==> src/rtl/reg_file_sb_if.sv <==
// Decode/execute-facing bus of the scoreboarded register file.
// The master side is the pipeline; the slave side is reg_file_sb.
interface reg_file_sb_if #(
  parameter int unsigned XLEN    = 32,
  parameter int unsigned NREGS   = 32,
  parameter int unsigned RPORTS  = 4,
  parameter int unsigned FWD_SRC = 2
);
  localparam int unsigned AW = $clog2(NREGS);

  logic                      FLUSH;
  logic                      STALL;
  logic                      MEM_WAIT;
  logic                      READY;
  logic [RPORTS*AW-1:0]      RADDR;
  logic [RPORTS-1:0]         RVALID;
  logic [RPORTS*XLEN-1:0]    RDATA;
  logic                      ISSUE_EN;
  logic [AW-1:0]             ISSUE_ADDR;
  logic                      ISSUE_READY;
  logic [FWD_SRC-1:0]        FWD_EN;
  logic [FWD_SRC*AW-1:0]     FWD_ADDR;
  logic [FWD_SRC*XLEN-1:0]   FWD_DATA;
  logic                      WEN;
  logic [AW-1:0]             WADDR;
  logic [XLEN-1:0]           WDATA;

  modport master (
    output FLUSH, STALL, MEM_WAIT, RADDR, ISSUE_EN, ISSUE_ADDR,
           FWD_EN, FWD_ADDR, FWD_DATA, WEN, WADDR, WDATA,
    input  READY, RVALID, RDATA, ISSUE_READY
  );

  modport slave (
    input  FLUSH, STALL, MEM_WAIT, RADDR, ISSUE_EN, ISSUE_ADDR,
           FWD_EN, FWD_ADDR, FWD_DATA, WEN, WADDR, WDATA,
    output READY, RVALID, RDATA, ISSUE_READY
  );
endinterface

==> src/rtl/reg_file_sb.sv <==
// Integer register file with per-register outstanding-write counters and forwarding.
// Optional feature: define REGFILE_INIT_EN to zero the array after reset (READY low meanwhile).
module reg_file_sb #(
  parameter int unsigned XLEN    = 32,
  parameter int unsigned NREGS   = 32,
  parameter int unsigned RPORTS  = 4,
  parameter int unsigned FWD_SRC = 2,
  parameter int unsigned CNT_W   = 2
) (
  input  logic          CLK,
  input  logic          RST,
  reg_file_sb_if.slave  bus
);
  localparam int unsigned AW = $clog2(NREGS);
  localparam logic [CNT_W-1:0] CNT_MAX = {CNT_W{1'b1}};

  logic [RPORTS*AW-1:0]   raddr_q, raddr_d;
  logic [CNT_W-1:0]       cnt_q [NREGS];
  logic [CNT_W-1:0]       cnt_d [NREGS];
  logic [XLEN-1:0]        mem_q [NREGS];

  logic                   ready_c;
  logic                   init_we_c;
  logic [AW-1:0]          init_idx_c;
  logic                   wen_c;
  logic                   issue_ready_c;
  logic                   issue_acc_c;
  logic [RPORTS-1:0]      rvalid_c;
  logic [RPORTS*XLEN-1:0] rdata_c;
  logic [AW-1:0]          a_c;
  logic                   hit_c;

`ifdef REGFILE_INIT_EN
  typedef enum logic {ST_INIT, ST_RUN} state_e;
  state_e        state_q, state_d;
  logic [AW-1:0] idx_q, idx_d;

  // Walk idx over x1..x(NREGS-1) writing zero, then open for business.
  always_comb begin
    state_d = state_q;
    idx_d   = idx_q;
    if (RST) begin
      state_d = ST_INIT;
      idx_d   = AW'(1);
    end else if (state_q == ST_INIT) begin
      if (idx_q == AW'(NREGS - 1)) state_d = ST_RUN;
      else                         idx_d   = idx_q + AW'(1);
    end
  end

  always_ff @(posedge CLK) begin
    state_q <= state_d;
    idx_q   <= idx_d;
  end

  assign ready_c    = (state_q == ST_RUN);
  assign init_we_c  = (state_q == ST_INIT) & ~RST;
  assign init_idx_c = idx_q;
`else
  assign ready_c    = 1'b1;
  assign init_we_c  = 1'b0;
  assign init_idx_c = '0;
`endif

  assign wen_c         = bus.WEN & (bus.WADDR != '0);
  assign issue_ready_c = (cnt_q[bus.ISSUE_ADDR] != CNT_MAX) & ready_c;
  assign issue_acc_c   = bus.ISSUE_EN & issue_ready_c & ~bus.STALL & ~bus.MEM_WAIT
                       & (bus.ISSUE_ADDR != '0);

  // Read-address capture: flush clears, freeze holds.
  always_comb begin
    raddr_d = bus.RADDR;
    if (RST || bus.FLUSH)             raddr_d = '0;
    else if (bus.MEM_WAIT || bus.STALL) raddr_d = raddr_q;
  end

  // Outstanding-write counters; issue and retire on the same register cancel.
  always_comb begin
    for (int r = 0; r < int'(NREGS); r++) cnt_d[r] = cnt_q[r];
    for (int r = 1; r < int'(NREGS); r++) begin
      if (RST || bus.FLUSH) begin
        cnt_d[r] = '0;
      end else if (issue_acc_c && (bus.ISSUE_ADDR == AW'(r))) begin
        if (!(wen_c && (bus.WADDR == AW'(r)))) cnt_d[r] = cnt_q[r] + CNT_W'(1);
      end else if (wen_c && (bus.WADDR == AW'(r)) && (cnt_q[r] != '0)) begin
        cnt_d[r] = cnt_q[r] - CNT_W'(1);
      end
    end
    cnt_d[0] = '0;
  end

  always_ff @(posedge CLK) begin
    raddr_q <= raddr_d;
    for (int r = 0; r < int'(NREGS); r++) cnt_q[r] <= cnt_d[r];
  end

  // Array is not reset; the init walker's zero write wins a same-index collision.
  always_ff @(posedge CLK) begin
    if (wen_c && !(init_we_c && (bus.WADDR == init_idx_c))) mem_q[bus.WADDR] <= bus.WDATA;
    if (init_we_c) mem_q[init_idx_c] <= '0;
  end

  // Per read port: x0, then forwarding (lowest source wins), then retire bypass, then array.
  always_comb begin
    rvalid_c = '0;
    rdata_c  = '0;
    a_c      = '0;
    hit_c    = 1'b0;
    for (int p = 0; p < int'(RPORTS); p++) begin
      a_c   = raddr_q[p*AW +: AW];
      hit_c = 1'b0;
      if (a_c == '0) begin
        rvalid_c[p] = 1'b1;
        rdata_c[p*XLEN +: XLEN] = '0;
      end else begin
        for (int i = int'(FWD_SRC) - 1; i >= 0; i--) begin
          if (bus.FWD_ADDR[i*AW +: AW] == a_c) begin
            hit_c       = 1'b1;
            rvalid_c[p] = bus.FWD_EN[i];
            rdata_c[p*XLEN +: XLEN] = bus.FWD_DATA[i*XLEN +: XLEN];
          end
        end
        if (!hit_c) begin
          if (wen_c && (bus.WADDR == a_c)) begin
            rvalid_c[p] = (cnt_q[a_c] <= CNT_W'(1));
            rdata_c[p*XLEN +: XLEN] = bus.WDATA;
          end else begin
            rvalid_c[p] = (cnt_q[a_c] == '0);
            rdata_c[p*XLEN +: XLEN] = mem_q[a_c];
          end
        end
      end
      if (!ready_c) rvalid_c[p] = 1'b0;
    end
  end

  assign bus.READY       = ready_c;
  assign bus.ISSUE_READY = issue_ready_c;
  assign bus.RVALID      = rvalid_c;
  assign bus.RDATA       = rdata_c;
endmodule
==> src/flat_wrapper.sv <==
// flat-port wrapper written by rule: the top's interface ports become plain ports
module reg_file_sb_flat 
#(
  parameter int unsigned XLEN    = 32,
  parameter int unsigned NREGS   = 32,
  parameter int unsigned RPORTS  = 4,
  parameter int unsigned FWD_SRC = 2,
  parameter int unsigned CNT_W   = 2
)
  (CLK, RST, bus_FLUSH, bus_STALL, bus_MEM_WAIT, bus_RADDR, bus_ISSUE_EN, bus_ISSUE_ADDR, bus_FWD_EN, bus_FWD_ADDR, bus_FWD_DATA, bus_WEN, bus_WADDR, bus_WDATA, bus_READY, bus_RVALID, bus_RDATA, bus_ISSUE_READY);
  reg_file_sb_if #(.XLEN(XLEN), .NREGS(NREGS), .RPORTS(RPORTS), .FWD_SRC(FWD_SRC)) bus_i ();
  input  logic CLK;
  input  logic RST;
  input wire logic [$bits(bus_i.FLUSH)-1:0] bus_FLUSH;
  input wire logic [$bits(bus_i.STALL)-1:0] bus_STALL;
  input wire logic [$bits(bus_i.MEM_WAIT)-1:0] bus_MEM_WAIT;
  input wire logic [$bits(bus_i.RADDR)-1:0] bus_RADDR;
  input wire logic [$bits(bus_i.ISSUE_EN)-1:0] bus_ISSUE_EN;
  input wire logic [$bits(bus_i.ISSUE_ADDR)-1:0] bus_ISSUE_ADDR;
  input wire logic [$bits(bus_i.FWD_EN)-1:0] bus_FWD_EN;
  input wire logic [$bits(bus_i.FWD_ADDR)-1:0] bus_FWD_ADDR;
  input wire logic [$bits(bus_i.FWD_DATA)-1:0] bus_FWD_DATA;
  input wire logic [$bits(bus_i.WEN)-1:0] bus_WEN;
  input wire logic [$bits(bus_i.WADDR)-1:0] bus_WADDR;
  input wire logic [$bits(bus_i.WDATA)-1:0] bus_WDATA;
  output wire logic [$bits(bus_i.READY)-1:0] bus_READY;
  output wire logic [$bits(bus_i.RVALID)-1:0] bus_RVALID;
  output wire logic [$bits(bus_i.RDATA)-1:0] bus_RDATA;
  output wire logic [$bits(bus_i.ISSUE_READY)-1:0] bus_ISSUE_READY;
  assign bus_i.FLUSH = bus_FLUSH;
  assign bus_i.STALL = bus_STALL;
  assign bus_i.MEM_WAIT = bus_MEM_WAIT;
  assign bus_i.RADDR = bus_RADDR;
  assign bus_i.ISSUE_EN = bus_ISSUE_EN;
  assign bus_i.ISSUE_ADDR = bus_ISSUE_ADDR;
  assign bus_i.FWD_EN = bus_FWD_EN;
  assign bus_i.FWD_ADDR = bus_FWD_ADDR;
  assign bus_i.FWD_DATA = bus_FWD_DATA;
  assign bus_i.WEN = bus_WEN;
  assign bus_i.WADDR = bus_WADDR;
  assign bus_i.WDATA = bus_WDATA;
  assign bus_READY = bus_i.READY;
  assign bus_RVALID = bus_i.RVALID;
  assign bus_RDATA = bus_i.RDATA;
  assign bus_ISSUE_READY = bus_i.ISSUE_READY;
  reg_file_sb #(.XLEN(XLEN), .NREGS(NREGS), .RPORTS(RPORTS), .FWD_SRC(FWD_SRC), .CNT_W(CNT_W)) u_core (.CLK(CLK), .RST(RST), .bus(bus_i));
endmodule
==> config.mk <==
export PLATFORM = sky130hd
export DESIGN_NAME = reg_file_sb_flat
export DESIGN_NICKNAME = d
export VERILOG_FILES = /design/src/rtl/reg_file_sb_if.sv /design/src/rtl/reg_file_sb.sv /design/src/flat_wrapper.sv
export SDC_FILE = /design/constraint.sdc
export NUM_CORES = 2
export LEC_CHECK = 0
export BUFFER_PORTS_ARGS = -buffer_cell sky130_fd_sc_hd__buf_2
export CAP_MARGIN = 25
export CELL_PAD_IN_SITES_DETAIL_PLACEMENT = 2
export CELL_PAD_IN_SITES_GLOBAL_PLACEMENT = 2
export CORE_ASPECT_RATIO = 2
export CORE_UTILIZATION = 30
export DETAILED_ROUTE_END_ITERATION = 16
export PLACE_DENSITY = 0.55
export SLEW_MARGIN = 20
export SYNTH_ARGS = -nofsm -noshare
export SYNTH_HDL_FRONTEND = slang
export SYNTH_SLANG_ARGS = --single-unit
==> constraint.sdc <==
create_clock -name CLK -period 5.45 [get_ports CLK]
set_input_delay 1.09 -clock CLK [delete_from_list [all_inputs] [get_ports CLK]]
set_output_delay 1.09 -clock CLK [all_outputs]
set_load 0.01 [all_outputs]
==> run_results.csv <==
group,metric,value,unit
setup_path,cpMaxStageDelayCell,"mux2i_1",
cts,cts_hold_buf,0,
global_routing,overflow,0,
logic_synthesis,synthCells,4564,
power,p_total,20.8,mW
setup_path,worstReg2RegEnd,"u_core.cnt_q[1][1]",
layout,nFillCells,24275,
floorplanning,placementRows,257,
logic_synthesis,yosysWarnings,0,
route,dr.pass1.iters,10,
global_routing,antenna_found_initial,33,
logic_synthesis,post_synth_instance_area,0.0741,mm²
flow_run,cap_violations,0,
global_routing,grt_pass1_wl,513,mm
layout,seq_area,0.0329,mm²
setup_path,max_stage_delay,610,ps
logic_synthesis,synth-compound-area-share,6.69,%
timing,whs,557,ps
floorplanning,initial_core_util,30.2,%
route,drt-total-wl,378,mm
place,portBuffers,277,
timing,finalSetupViolCount,0,
cts,cts-root-buf,"clkbuf_16",
logic_synthesis,ys_types,72,
timing,hold_viol_final,0,
logic_synthesis,ys_ff_latch,1126,
setup_path,rr_startpoint,"u_core.cnt_q[3][0]",
timing,worst_pin_slew,1220,ps
layout,final_core_util,34.8,%
setup_path,crit_type,"flop to primary output",
cts,cts_tree,"built",
worst_hold_path,min_from,"bus_RADDR[2]",
floorplanning,die_area,0.249,mm²
layout,multiInputGateArea,0.0394,mm²
cts,clock_latency,800,ps
route,via_count,54602,
logic_synthesis,synthSimpleGateAreaFrac,4.39,%
route,drc_errors,0,
run_status,status,"finished clean",
logic_synthesis,synth_top_family_by_area,"multiplexers",
timing,min_period,5420,ps
worst_hold_path,hp-class,"input port to flop",
setup_path,endpoint,"bus_RDATA[64]",
route,routedWlPerCell,46.1,µm
cts,cts_sinks,1126,
logic_synthesis,synth-adder-area-share,0,%
timing,finalCritPeriodShare,99.4,%
logic_synthesis,ys_seq_area_share,44.3,%
floorplanning,core_area,0.245,mm²
setup_path,path_max_fanout,17,
route,via_per_inst,6.66,
logic_synthesis,synth_edf_count,1024,
logic_synthesis,synthTopCellsByArea,"edfxtp_1 42%, mux4_2 37%, mux2i_1 2.8%, dfxtp_1 2.8%, o22ai_1 1.2%",
logic_synthesis,synth_xor_area_share,0.721,%
route,drtIter0Drc,6110,
cts,htree_levels,3,
route,ant_nets,0,
power,power_density,244,mW/mm²
setup_path,cp_cell_sequence,"buf_4 > buf_4 > mux4_2 > mux2i_1 > mux2i_1 > mux2i_1 > a21oi_1 > o211a_1 > buf_2",
setup_path,critPathArrivalTime,4330,ps
floorplanning,ios,279,
setup_path,r2r_setup_slack,2960,ps
floorplanning,die_w,353,µm
layout,syn2layout_area_growth,15.2,%
logic_synthesis,synthMuxAreaShare,40.7,%
timing,timing.slew.headroom,18.6,%
setup_path,worstSetupEndpointType,"primary output",
cts,cts_buffers,112,
logic_synthesis,syn_avg_cell_area,16.2,µm²
cts,ctsLongestPathBuffers,3,
layout,drive_gt1_share,44.2,%
timing,rsz0062_at_grt,"false",
global_routing,grt_max_degree,81,
layout,fin_nets,5005,
power,vdd_drop_max,0.255,mV
timing,skew,15.0,ps
place,gp_congestion,0.878,
logic_synthesis,yosysTopAreaCell,"edfxtp_1",
setup_path,startpoint_type,"flop",
power,leakage,25.5,nW
cts,cts.clk_slew.worst_paths,70,ps
place,dpl.hpwl,265,mm
logic_synthesis,async_reset_ff_share,0,%
timing,slew_violations,0,
logic_synthesis,synth.top_cell.area_share,41.5,%
timing,finalSetupTns,0,ps
floorplanning,dieHeight,705,µm
setup_path,critical_path_required,4360,ps
global_routing,grt_pass1_vias,58488,
timing,max_clock_freq,0.185,GHz
logic_synthesis,synth_ff_type,"edfxtp_1",
global_routing,track_usage,30.0,%
setup_path,critPathMostFrequentCell,"mux2i_1",
setup_path,r2r_cells,6,
[per-layer routing]
metal	up-vias	track usage [%]	part of all wire (%)
met3	891	4.31	6.2
met1	30398	33.7	35
met5	-	0	0.019
li1	20539	-	-
met4	12	20.2	7.8
met2	2762	52.5	51
[placed cells by master, fill, tap and decap left out, drive strengths merged, types with 11 or more instances in the layout]
cell,count
mux4,1224
edfxtp,1024
buf,635
nand2,211
mux2i,208
a21oi,152
o22ai,145
nor2,142
clkbuf,128
o21ai,104
dfxtp,102
a211oi,76
nor3,69
clkinv,53
nand3,51
mux2,46
nor4,46
xor2,34
conb,33
and3,32
xnor2,27
a222oi,26
a22o,26
o221ai,25
a2111oi,25
inv,23
o211a,19
o21bai,19
o211ai,18
nand2b,18
o31a,17
nor2b,17
bufinv,17
a31oi,14
diode,13
nand4,13
nand4b,13
nor3b,11
and2,11
[worst max-delay path, delay by kind of cell (launching register included)]
kind            cells  cell delay (ps)
buf+inv             3              920
compound gates      2              500
flops               1              580
mux                 4             1500
[where the power goes]
part,total (mW),leakage [nW],internal [mW],switching (mW)
Sequential,9.69,10.1,9.53,0.157
Clock,8.50,1.83,4.64,3.86
Combinational,2.60,13.6,0.993,1.60
Total,20.8,25.5,15.2,5.63
[flip-flops by register name, summed over array words and instances, names as in the netlist, named ones only]
signal and flops:
u_core.mem_q 1024, u_core.cnt_q 62, u_core.raddr_q 20
[cell families after synthesis]
logic type / count (synthesis)
buffers and inverters: 509
flip-flops: 1126
XOR/XNOR: 61
AO/OA/AOI/OAI: 722
AND/OR/NAND/NOR: 666
multiplexers: 1478
other: 2
[cells in the mapped netlist, drive strengths merged (46+ instances only)]
library cell / count
nor4: 46
mux4: 1224
a21oi: 152
mux2i: 208
clkbuf: 213
nand3: 51
nand2: 211
nor3: 69
a211oi: 76
dfxtp: 102
o22ai: 145
nor2: 142
edfxtp: 1024
o21ai: 104
mux2: 46
buf: 271
[timing repair]
| item | 4_1_cts | 5_1_grt |
|---|---|---|
| resized for setup | 5 | 1 |
| setup buffers | 1 | 1 |
| endpoints found under the setup margin | 8 | 3 |
[area by class of cell]
cell class,instances,area share (%)
inverter,25,0.136
multi-input combinational,2960,46.2
antenna,13,0.0381
tap,3237,4.75
clock buffer,128,3.39
clock inverter,78,1.06
sequential,1126,38.5
timing repair buffer,635,5.98
[worst min-delay path by stage]
stage                                to  slack, ps  cells past startpoint
global placement    u_core.cnt_q[28][1]        550                      2
detailed placement  u_core.cnt_q[28][1]        570                      2
floorplan           u_core.cnt_q[12][1]        490                      2
CTS                                flop        520                      3
finish                             flop        560                      3
global route                       flop        560                      3
[per-stage QoR]
stage                     cells  instance area (µm²)  worst slack [ps]
after detailed placement   7981                81400              47.5
final                      8202                85300              34.7
after global routing       8193                85300              4.12
after floorplan            4595                74200              1230
after CTS                  8188                85300              61.2
after global placement     7976                81400              -487
No activity file was read; power rests on OpenSTA's default activity.
